File: src/rtl/vxe_cu_cmd_encoder.sv
// vxe_cu_cmd_encoder
// Expands one job descriptor into the command-word stream that programs the
// VPU threads, runs the product, applies the optional activation, stores the
// result and issues a SYNC.
//
// Ports:
//   clk, nrst            clock, synchronous active-low reset
//   i_job_valid          job descriptor valid
//   o_job_ready          encoder idle and able to take a job
//   i_job_nthr           index of last active thread
//   i_job_acc, i_job_vl  accumulator init value, vector length
//   i_job_rs, i_job_rd   thread 0 source / destination word addresses
//   i_job_rs_stride,
//   i_job_rd_stride      per-thread address increments
//   i_job_rt             shared vector address
//   i_job_act, i_job_lsh activation select, leaky ReLU shift
//   i_job_sync           SYNC payload
//   o_cmd, o_cmd_valid,
//   i_cmd_ready          command word stream {op[4:0], fun[7:0], pl[50:0]}
//   o_busy               a job is being emitted
module vxe_cu_cmd_encoder #(
  parameter int NTHR = 8
) (
  input  logic        clk,
  input  logic        nrst,
  input  logic        i_job_valid,
  output logic        o_job_ready,
  input  logic [2:0]  i_job_nthr,
  input  logic [31:0] i_job_acc,
  input  logic [19:0] i_job_vl,
  input  logic [37:0] i_job_rs,
  input  logic [37:0] i_job_rd,
  input  logic [37:0] i_job_rs_stride,
  input  logic [37:0] i_job_rd_stride,
  input  logic [37:0] i_job_rt,
  input  logic [1:0]  i_job_act,
  input  logic [6:0]  i_job_lsh,
  input  logic [1:0]  i_job_sync,
  output logic [63:0] o_cmd,
  output logic        o_cmd_valid,
  input  logic        i_cmd_ready,
  output logic        o_busy
);

  typedef enum logic [2:0] {IDLE, THR, DIS, PROD, ACT, STORE, SYNC} state_t;

  localparam logic [2:0] LAST_THR = 3'(NTHR - 1);

  state_t      state, state_nxt;
  logic [2:0]  nthr_q;
  logic [31:0] acc_q;
  logic [19:0] vl_q;
  logic [37:0] rs_cur, rd_cur;
  logic [37:0] rs_stride_q, rd_stride_q, rt_q;
  logic [1:0]  act_q;
  logic [6:0]  lsh_q;
  logic [1:0]  sync_q;
  logic [2:0]  thr_q;
  logic [2:0]  step_q;
  logic [7:0]  fun;
  logic        accept, fire, has_act;

  assign accept  = i_job_valid && o_job_ready;
  assign fire    = o_cmd_valid && i_cmd_ready;
  // Reserved activation code 3 behaves as "no activation".
  assign has_act = (act_q == 2'd1) || (act_q == 2'd2);

  always_ff @(posedge clk) begin
    if (!nrst) state <= IDLE;
    else       state <= state_nxt;
  end

  // The FSM only moves on a handshake, so a stalled word stays on o_cmd.
  always_comb begin
    state_nxt = state;
    case (state)
      IDLE:  if (accept) state_nxt = THR;
      THR:   if (fire && step_q == 3'd5 && thr_q == nthr_q)
               state_nxt = (nthr_q < LAST_THR) ? DIS : PROD;
      DIS:   if (fire && thr_q == LAST_THR) state_nxt = PROD;
      PROD:  if (fire) state_nxt = has_act ? ACT : STORE;
      ACT:   if (fire) state_nxt = STORE;
      STORE: if (fire) state_nxt = SYNC;
      SYNC:  if (fire) state_nxt = IDLE;
      default: state_nxt = IDLE;
    endcase
  end

  // Descriptor capture and the per-thread sequencing counters. rs_cur/rd_cur
  // hold the current thread's addresses and step by the stride once that
  // thread's SETEN has been taken, so no multiplier is needed.
  always_ff @(posedge clk) begin
    if (!nrst) begin
      nthr_q      <= '0;
      acc_q       <= '0;
      vl_q        <= '0;
      rs_cur      <= '0;
      rd_cur      <= '0;
      rs_stride_q <= '0;
      rd_stride_q <= '0;
      rt_q        <= '0;
      act_q       <= '0;
      lsh_q       <= '0;
      sync_q      <= '0;
      thr_q       <= '0;
      step_q      <= '0;
    end else if (accept) begin
      nthr_q      <= (i_job_nthr > LAST_THR) ? LAST_THR : i_job_nthr;
      acc_q       <= i_job_acc;
      vl_q        <= i_job_vl;
      rs_cur      <= i_job_rs;
      rd_cur      <= i_job_rd;
      rs_stride_q <= i_job_rs_stride;
      rd_stride_q <= i_job_rd_stride;
      rt_q        <= i_job_rt;
      act_q       <= i_job_act;
      lsh_q       <= i_job_lsh;
      sync_q      <= i_job_sync;
      thr_q       <= '0;
      step_q      <= '0;
    end else if (fire) begin
      case (state)
        THR: begin
          if (step_q == 3'd5) begin
            step_q <= '0;
            thr_q  <= thr_q + 3'd1;
            rs_cur <= rs_cur + rs_stride_q;
            rd_cur <= rd_cur + rd_stride_q;
          end else begin
            step_q <= step_q + 3'd1;
          end
        end
        DIS:     thr_q <= thr_q + 3'd1;
        default: ;
      endcase
    end
  end

  // Command word formation; IDLE drives an all-zero word.
  always_comb begin
    fun         = {5'b0, thr_q};
    o_cmd       = '0;
    o_cmd_valid = (state != IDLE);
    o_busy      = (state != IDLE);
    o_job_ready = (state == IDLE);
    case (state)
      THR: begin
        case (step_q)
          3'd0:    o_cmd = {5'h08, fun, 19'b0, acc_q};
          3'd1:    o_cmd = {5'h09, fun, 31'b0, vl_q};
          3'd2:    o_cmd = {5'h0C, fun, 13'b0, rs_cur};
          3'd3:    o_cmd = {5'h0D, fun, 13'b0, rt_q};
          3'd4:    o_cmd = {5'h0E, fun, 13'b0, rd_cur};
          default: o_cmd = {5'h0A, fun, 50'b0, 1'b1};
        endcase
      end
      DIS:   o_cmd = {5'h0A, fun, 51'b0};
      PROD:  o_cmd = {5'h01, 59'b0};
      ACT:   o_cmd = (act_q == 2'd2) ? {5'h02, 8'h01, 44'b0, lsh_q}
                                     : {5'h02, 8'h00, 51'b0};
      STORE: o_cmd = {5'h10, 59'b0};
      SYNC:  o_cmd = {5'h18, 57'b0, sync_q};
      default: o_cmd = '0;
    endcase
  end

endmodule

File: config.mk
export PLATFORM = sky130hd
export DESIGN_NAME = vxe_cu_cmd_encoder
export DESIGN_NICKNAME = d
export VERILOG_FILES = /design/src/rtl/vxe_cu_cmd_encoder.sv
export SDC_FILE = /design/constraint.sdc
export NUM_CORES = 1
export LEC_CHECK = 0
export BUFFER_PORTS_ARGS = -buffer_cell sky130_fd_sc_hd__buf_4
export CAP_MARGIN = 40
export CORE_MARGIN = 2
export CORE_UTILIZATION = 35
export DETAILED_ROUTE_END_ITERATION = 10
export PLACE_DENSITY = 0.57
export SYNTH_ARGS = -nofsm -noshare
export SYNTH_HDL_FRONTEND = slang
export SYNTH_SLANG_ARGS = --single-unit
File: constraint.sdc
create_clock -name clk -period 5.78 [get_ports clk]
set_input_delay 0.578 -clock clk [delete_from_list [all_inputs] [get_ports clk]]
set_output_delay 0.578 -clock clk [all_outputs]
set_load 0.01 [all_outputs]
==> flow_summary.json, run 1 <==
{
  "ys_ff_latch": 265,
  "finalHoldViolations": 0,
  "synthTopCellsByArea": "dfxtp_1, nand2_1, a21boi_0",
  "die_x_um": 216,
  "fin_nets": 2567,
  "cts_sinks": 265,
  "clk_pin_slew_ps": 60,
  "post_cts_buffers": 0,
  "ant_nets": 0,
  "setup-violations-final": 0,
  "ys.flop_type": "dfxtp_1",
  "antenna_found_initial": 3,
  "grt_usage_pct": 23.4,
  "syn_area_per_cell_um2": 7.82,
  "synth_commonest_cells": "nand2_1, dfxtp_1, a21boi_0",
  "crit_path_end_kind": "output port",
  "worst_slew_pin_slew_ps": 953,
  "period_minus_slack_ps": 4130,
  "grt_pass1_wl_mm": 85.6,
  "seq_area_frac_synth_pct": 33.7,
  "cts_tree": "yes",
  "initial_utilization_pct": 35.5,
  "design.core.area_mm2": 0.0443,
  "maxSlewViolCount": 0,
  "fin_setup_tns_ps": 0,
  "hpwl_mm": 42.7,
  "synth-simple-area-share_pct": 19.0,
  "rows": 77,
  "cts_made_buffers": 31,
  "drv_cap": 0,
  "muxShareOfSynthArea_pct": 2.47,
  "htree_levels": 1,
  "dr_wl_met3_mm": 4.35,
  "stdcell_area_mm2": 0.0195,
  "wire_per_inst_um": 19.9,
  "synth_xor_xnor_area_share_pct": 3.73,
  "die_area_mm2": 0.0467,
  "fin_skew_ps": 23.0,
  "cts_hold_buf": 0,
  "met1_length_mm": 26.4,
  "status": "finished, final reports clean",
  "crit_top_cell": "buf_4",
  "postSynthCellCount": 2012,
  "peakVddDrop_uv": 213,
  "worstSetupPathType": "reg2out",
  "worstPathCellList": "buf_4, nand2_1, inv_1, ha_1, buf_4, a222oi_1, nor2_1, buf_4",
  "drt_iter0_markers": 1336,
  "critPathMaxFanout": 26,
  "portBuffers": 308,
  "period_share_pct": 71.5,
  "synth_compound_area_share_pct": 29.8,
  "synth-warning-count": 0,
  "slowest_stage": "ha_1",
  "placed_cell_area_mm2": 0.0184,
  "routed_wl_mm": 56.5,
  "first_global_vias": 14818,
  "synth_top_family_by_area": "compound AO/OA/AOI/OAI gates",
  "r2r_cells": 11,
  "area_delta_synth_final_pct": 23.6,
  "crit_required_ps": 5200,
  "place.gp.congestion": 0.934,
  "synth_top_area_share_pct": 33.7,
  "drc": 0,
  "viasPerCell": 5.42,
  "arrival_ps": 3550,
  "place_ws_ps": 2330,
  "top_layer": "met5",
  "first_pass_iters": 6,
  "relSlewSlack_pct": 36.5,
  "critPathTopFamily": "buffers and inverters",
  "rsz0062_at_grt": "no",
  "syn_area_mm2": 0.0157,
  "clock-root-buffer": "clkbuf_16",
  "grt.overflow.total": 0,
  "fill_cells": 4561,
  "fmax_mhz": 242,
  "die_h_um": 216,
  "clock_path_buffers": 3,
  "ctsResizeCount": 0,
  "start_kind": "flop",
  "boundaryPins": 327,
  "slowest_delay_ps": 770,
  "powerDensity_mw_per_mm2": 259,
  "timing.critical_path.buf_inv": 4,
  "hold_depth": 2,
  "hold_class": "in2reg",
  "async_flop_share_pct": 0,
  "routed-wl-met2_mm": 24.7,
  "num_vias": 15412,
  "grt_max_degree": 146,
  "yosysUniqueCellTypes": 76,
  "clk_latency_ps": 590,
  "power.leakage_nw": 8.45,
  "synth_edf_count": 0,
  "yosysMostFrequentCell": "nand2_1",
  "synthAdderAreaFrac_pct": 6.45,
  "cp.depth": 8,
  "worst_slack_ps": 1650,
  "layout-drive-gt1-share_pct": 18.6,
  "yosys.area.top_type": "dfxtp_1"
}
cell families after synthesis:
family,after synthesis
buf+inv,178
simple gates,722
compound gates,662
flops,265
fa+ha+maj,80
other cells,1
mux,37
xor+xnor,67
path summary, 6_finish.rpt:
path / start / to / slack (ps)
max: step_q[0] / o_cmd[37] / 1650
min: i_job_rd[7] / rd_cur[7] / 240
max reg2reg: rs_cur[0] / rs_cur[32] / 2420
min reg2reg: acc_q[12] / acc_q[12] / 460
layout make-up:
type                            instances  area [um^2]  share of cell area (%)
Sequential cell                       265         5310                    27.3
Inverter                               15         56.3                   0.289
Multi-Input combinational cell       1586         9770                    50.2
Tap cell                              592          741                    3.81
Timing Repair Buffer                  328         2550                    13.1
Clock buffer                           39          846                    4.35
Clock inverter                         18          190                   0.977
Antenna cell                            2         5.00                  0.0257
per-layer routing:
layer | track usage, % | up-vias
met2 | 36.7 | 489
met1 | 33.4 | 7326
met4 | 5.25 | 4
li1 | - | 7536
met3 | 4.03 | 57
met5 | 0 | -
sequential cells by signal, indices dropped and copies added (netlist names), 7 cells and up:
name / flops
acc_q: 32
lsh_q: 7
rs_cur: 38
rd_cur: 38
vl_q: 20
rs_stride_q: 38
rd_stride_q: 38
rt_q: 38
placed cells by master, fill, tap and decap left out, drive strengths merged, types with 39 or more instances in the layout:
master and n:
a21boi 186, buf 328, a21o 53, ha 78, nand2 489, a21oi 121
o21ai 93, clkbuf 39, nor2 115, dfxtp 265
where the power goes:
part	total [mW]	switching (mW)	internal (mW)
logic	0.946	0.532	0.414
registers	2.09	0.132	1.96
clock network	2.01	0.836	1.17
metrics by stage:
step	power (mW)	util, %	std cells	hold WS [ps]
finish	5.04	43.9	2845	237
global placement	3.05	41.4	2781	452
floorplan	2.68	-	2029	441
detailed placement	3.07	41.6	2786	455
CTS	5.08	43.9	2843	215
global route	5.28	43.9	2843	220
No activity file was read; power rests on OpenSTA's default activity.
==> run 2, diff against run 1 <==
--- a/config.mk
+++ b/config.mk
@@ -5,6 +5,7 @@
 export SDC_FILE = /design/constraint.sdc
 export NUM_CORES = 1
 export LEC_CHECK = 0
+export ABC_AREA = 1
 export BUFFER_PORTS_ARGS = -buffer_cell sky130_fd_sc_hd__buf_4
 export CAP_MARGIN = 40
 export CORE_MARGIN = 2
==> constraint.sdc (replaced) <==
create_clock -name clk -period 3.9 [get_ports clk]
set_input_delay 0.39 -clock clk [delete_from_list [all_inputs] [get_ports clk]]
set_output_delay 0.39 -clock clk [all_outputs]
set_load 0.01 [all_outputs]
==> flow_summary.json, run 2 <==
{
  "status": "finished, final reports clean",
  "clock_path_buffers": 3,
  "r2r_setup_slack_ps": 1270,
  "layout-drive-gt1-share_pct": 15.2,
  "cts_tree": "yes",
  "crit_top_cell": "inv_1",
  "design.core.area_mm2": 0.0475,
  "antenna_cells": 0,
  "num_vias": 18052,
  "ys_ff_latch": 265,
  "fin_skew_ps": 24.1,
  "finalPower_mw": 12.7,
  "placed_cell_area_mm2": 0.0194,
  "synth-warning-count": 0,
  "fin_setup_tns_ps": 0,
  "fmax_mhz": 311,
  "drt_iter0_markers": 1275,
  "crit_path_end_kind": "output port",
  "crit_required_ps": 3510,
  "worstSetupStartpoint": "step_q[2]",
  "place_ws_ps": 1270,
  "drc": 0,
  "post_cts_buffers": 0,
  "worst_slack_ps": 683,
  "area_delta_synth_final_pct": 22.6,
  "first_pass_iters": 6,
  "r2r_start": "state[0]",
  "portBuffers": 308,
  "final_common_cell": "nand2_1",
  "peakVddDrop_uv": 325,
  "die_x_um": 223,
  "slowest_delay_ps": 640,
  "period_minus_slack_ps": 3220,
  "yosysMostFrequentCell": "nand2_1",
  "worstSetupPathType": "reg2out",
  "synth_edf_count": 0,
  "start_kind": "flop",
  "htree_levels": 2,
  "finalNonFillerCells": 3534,
  "critPathTopFamily": "simple AND/OR/NAND/NOR gates",
  "initial_utilization_pct": 35.3,
  "rsz0062_at_grt": "no",
  "arrival_ps": 2830,
  "seq_area_frac_synth_pct": 31.6,
  "drv_cap": 0,
  "maxSlewViolCount": 0,
  "ys.flop_type": "dfxtp_1",
  "die_h_um": 223,
  "clock-root-buffer": "clkbuf_16",
  "cts_sinks": 265,
  "cts_made_buffers": 34,
  "grt_pass1_wl_mm": 96.5,
  "wire_per_inst_um": 17.9,
  "slowest_stage": "nand3_1",
  "die_area_mm2": 0.0497,
  "setup-violations-final": 0,
  "postSynthCellCount": 2654,
  "grt_usage_pct": 24.8,
  "clk_pin_slew_ps": 60,
  "timing.critical_path.buf_inv": 3,
  "clk_latency_ps": 560,
  "ctsResizeCount": 0,
  "powerDensity_mw_per_mm2": 619,
  "syn_area_per_cell_um2": 6.32,
  "first_global_vias": 17445,
  "place.gp.congestion": 0.961,
  "grt.overflow.total": 0,
  "stdcell_area_mm2": 0.0206,
  "yosysUniqueCellTypes": 40,
  "antenna_found_initial": 0,
  "relSlewSlack_pct": 41.7,
  "routed_wl_mm": 63.4,
  "yosys.area.top_type": "dfxtp_1",
  "synth_commonest_cells": "nand2_1, nor2_1, inv_1",
  "power.leakage_nw": 10.0,
  "placed_cells": 3476,
  "worstPathCellList": "inv_1, nand3_1, inv_1, nor3_1, nor4_1, o221ai_1, buf_4",
  "period_share_pct": 82.5,
  "hp-start": "i_job_rd_stride[13]",
  "mostFrequentLayoutCells": "nand2_1, nor2_1, buf_4, inv_1, o21ai_0",
  "synthTopCellsByArea": "dfxtp_1, nand2_1, nor2_1",
  "worst_slew_pin_slew_ps": 874,
  "viasPerCell": 5.11,
  "fin_nets": 3237,
  "hold_ws_ps": 53.0,
  "grt_max_degree": 160,
  "hold_class": "in2reg",
  "ant_nets": 0,
  "hpwl_mm": 48.8,
  "cts_hold_buf": 0,
  "rows": 80,
  "critPathMaxFanout": 16,
  "fin_util_pct": 43.3,
  "async_flop_share_pct": 0,
  "synth_top_area_share_pct": 31.6,
  "boundaryPins": 327,
  "syn_area_mm2": 0.0168,
  "finalHoldViolations": 0
}
run 2: kinds of logic after synthesis:
logic type	Yosys count	share of synthesized area, %
flops	265	31.6
other cells	1	0.0223
compound gates	633	20.8
fa+ha+maj	80	6.05
xor+xnor	35	1.83
buf+inv	450	11.3
simple gates	1190	28.4
run 2: final cells by class:
| class | instances | area (um^2) |
|---|---|---|
| inverter | 311 | 1180 |
| timing repair buffer | 329 | 2490 |
| tap | 615 | 769 |
| clock inverter | 11 | 205 |
| multi-input combinational | 1956 | 9640 |
| fill | 5014 | 27000 |
| clock buffer | 47 | 980 |
| sequential | 265 | 5310 |
run 2: final timing paths:
path | depth (start not counted) | endpoint
setup / recovery | 7 | o_cmd[0]
hold / removal | 3 | rd_stride_q[13]
setup reg to reg | 13 | rd_cur[34]
hold reg to reg | 2 | rt_q[24]
run 2: metal layers:
layer / part of all wire (%) / GRT usage (%) / vias up
met2: 46 / 41.7 / 574
met4: 3.3 / 7.92 / 0
met5: 0 / 0 / -
met1: 44 / 32.8 / 8331
li1: - / - / 9039
met3: 6.1 / 3.45 / 108
run 2: where the power goes:
group,internal [mW],switching [mW],leakage (nW)
clock network,2.09,1.28,0.583
registers,3.47,0.667,2.18
logic,1.81,3.41,7.28
total,7.37,5.36,10.0
run 2: tightest hold or removal path, stage by stage:
cell    delay (ps)
buf_4           80
nor2_1          30
nor2_1          80
==> run 3, diff against run 2 <==
--- a/config.mk
+++ b/config.mk
@@ -5,13 +5,13 @@
 export SDC_FILE = /design/constraint.sdc
 export NUM_CORES = 1
 export LEC_CHECK = 0
-export ABC_AREA = 1
+export ABC_AREA = 0
 export BUFFER_PORTS_ARGS = -buffer_cell sky130_fd_sc_hd__buf_4
 export CAP_MARGIN = 40
 export CORE_MARGIN = 2
 export CORE_UTILIZATION = 35
 export DETAILED_ROUTE_END_ITERATION = 10
-export PLACE_DENSITY = 0.57
+export PLACE_DENSITY = 0.59
 export SYNTH_ARGS = -nofsm -noshare
 export SYNTH_HDL_FRONTEND = slang
 export SYNTH_SLANG_ARGS = --single-unit
==> constraint.sdc (replaced) <==
create_clock -name clk -period 2.8 [get_ports clk]
set_input_delay 0.28 -clock clk [delete_from_list [all_inputs] [get_ports clk]]
set_output_delay 0.28 -clock clk [all_outputs]
set_load 0.01 [all_outputs]
==> flow_summary.json, run 3 (synthesis results as in run 1) <==
{
  "status": "finished, final reports clean",
  "hpwl_mm": 45.0,
  "crit_required_ps": 2520,
  "clock-root-buffer": "clkbuf_16",
  "initial_utilization_pct": 35.5,
  "timing.critical_path.buf_inv": 4,
  "die_area_mm2": 0.0467,
  "antenna_found_initial": 3,
  "mostFrequentLayoutCells": "nand2_1, buf_4, dfxtp_1, a21boi_0, a21oi_1",
  "fin_util_pct": 49.1,
  "wire_per_inst_um": 19.3,
  "clk_latency_ps": 530,
  "fin_nets": 2787,
  "critPathTopFamily": "compound AO/OA/AOI/OAI gates",
  "drv_cap": 0,
  "grt_pass1_wl_mm": 90.3,
  "slowest_delay_ps": 430,
  "layout-drive-gt1-share_pct": 23.8,
  "grt_max_degree": 99,
  "relSlewSlack_pct": 54.7,
  "r2r_end": "rs_cur[35]",
  "drc": 0,
  "first_global_vias": 15706,
  "worst_slew_pin_slew_ps": 679,
  "worstSetupPathType": "reg2out",
  "cts_tree": "yes",
  "htree_levels": 2,
  "maxSlewViolCount": 0,
  "placed_cells": 2898,
  "cts_made_buffers": 35,
  "place_ws_ps": -215,
  "design.core.area_mm2": 0.0443,
  "drt_iter0_markers": 1410,
  "hold_class": "in2reg",
  "period_minus_slack_ps": 2700,
  "r2r_cells": 11,
  "slowest_stage": "a221oi_1",
  "fin_skew_ps": 10.3,
  "rows": 77,
  "cp.depth": 9,
  "critPathMaxFanout": 13,
  "period_share_pct": 96.5,
  "powerDensity_mw_per_mm2": 508,
  "worst_slack_ps": 99.0,
  "die_h_um": 216,
  "first_pass_iters": 5,
  "peakVddDrop_uv": 317,
  "finalHoldViolations": 0,
  "ant_nets": 0,
  "grt.overflow.total": 0,
  "place.gp.congestion": 0.892,
  "portBuffers": 308,
  "grt_usage_pct": 24.6,
  "num_vias": 16174,
  "rsz0062_at_grt": "yes",
  "start_kind": "flop",
  "power.leakage_nw": 9.59,
  "clock_path_buffers": 3,
  "area_delta_synth_final_pct": 38.1,
  "boundaryPins": 327,
  "arrival_ps": 2420,
  "fmax_mhz": 370,
  "r2r_setup_slack_ps": 120,
  "routed_wl_mm": 59.1,
  "worstPathCellList": "buf_6, inv_1, buf_4, nor2_1, a21oi_1, nor2_1, a221oi_1, o21ai_0, buf_4",
  "die_x_um": 216,
  "final_common_cell": "nand2_1",
  "cts_sinks": 265,
  "clk_pin_slew_ps": 60,
  "critPathCapture": "o_cmd[2]",
  "setup-violations-final": 0,
  "antenna_cells": 0,
  "worstSetupStartpoint": "step_q[2]",
  "r2r_start": "rs_cur[1]",
  "viasPerCell": 5.28,
  "crit_path_end_kind": "output port",
  "finalNonFillerCells": 3064
}
run 3: layer usage:
layer	routed length [um]	up-vias	GRT usage, %
li1	-	7981	-
met1	28600	7694	35.9
met2	26200	445	38.8
met3	3410	54	3.42
met4	918	0	4.77
met5	0	-	0
run 3: power by group:
part | internal, mW | leakage, nW | switching, mW
combinational | 1.12 | 6.85 | 1.24
sequential | 4.04 | 2.18 | 0.209
clock | 2.69 | 0.555 | 1.74
run 3: worst min path at each step:
stage / start / to / slack [ps] / depth (start not counted)
after floorplan: i_job_rd[37] / rd_cur[37] / 420 / 2
after global placement: rt_q[0] / rt_q[0] / 450 / 2
after detailed placement: lsh_q[4] / lsh_q[4] / 460 / 2
after CTS: i_job_vl[0] / vl_q[0] / 0.7 / 3
after global routing: i_job_rd[18] / rd_cur[18] / 5 / 2
final: i_job_acc[10] / acc_q[10] / 20 / 3
run 3: worst register-to-register path, cell delays in order (launching register included):
cell	delay (ps)
dfxtp_1	340
buf_4	170
ha_1	300
a21oi_2	70
nor3b_2	290
o211ai_1	160
o21ai_1	200
a21o_1	260
a41o_1	290
a31oi_1	130
xor2_1	160
a211oi_1	240
run 3: what timing repair did:
action | CTS | global route
cloned | 1 | 0
endpoints found under the setup margin | 23 | 41
endpoints found under the hold margin | 89 | 0
gates resized for setup | 17 | 37
hold buffers | 89 | 0
pin swaps | 11 | 18
buffers inserted | 2 | 12
run 3: per-stage QoR:
stage	power (mW)	TNS (ps)	hold slack (ps)	cell area, um^2
after floorplan	5.53	0	418	15800
after global routing	11.5	-59.0	4.56	21700
final	11.0	0	17.6	21700
after CTS	11.1	0	0.662	21500
after global placement	6.50	-663	451	19400
after detailed placement	6.52	-1230	457	19400
run 3: layout make-up:
class,count,area (um^2)
clock buffer,53,1060
clock inverter,9,78.8
fill,4380,22600
inverter,15,56.3
multi-input combinational,1586,9960
sequential,265,5320
tap,592,741
timing repair buffer,544,4540
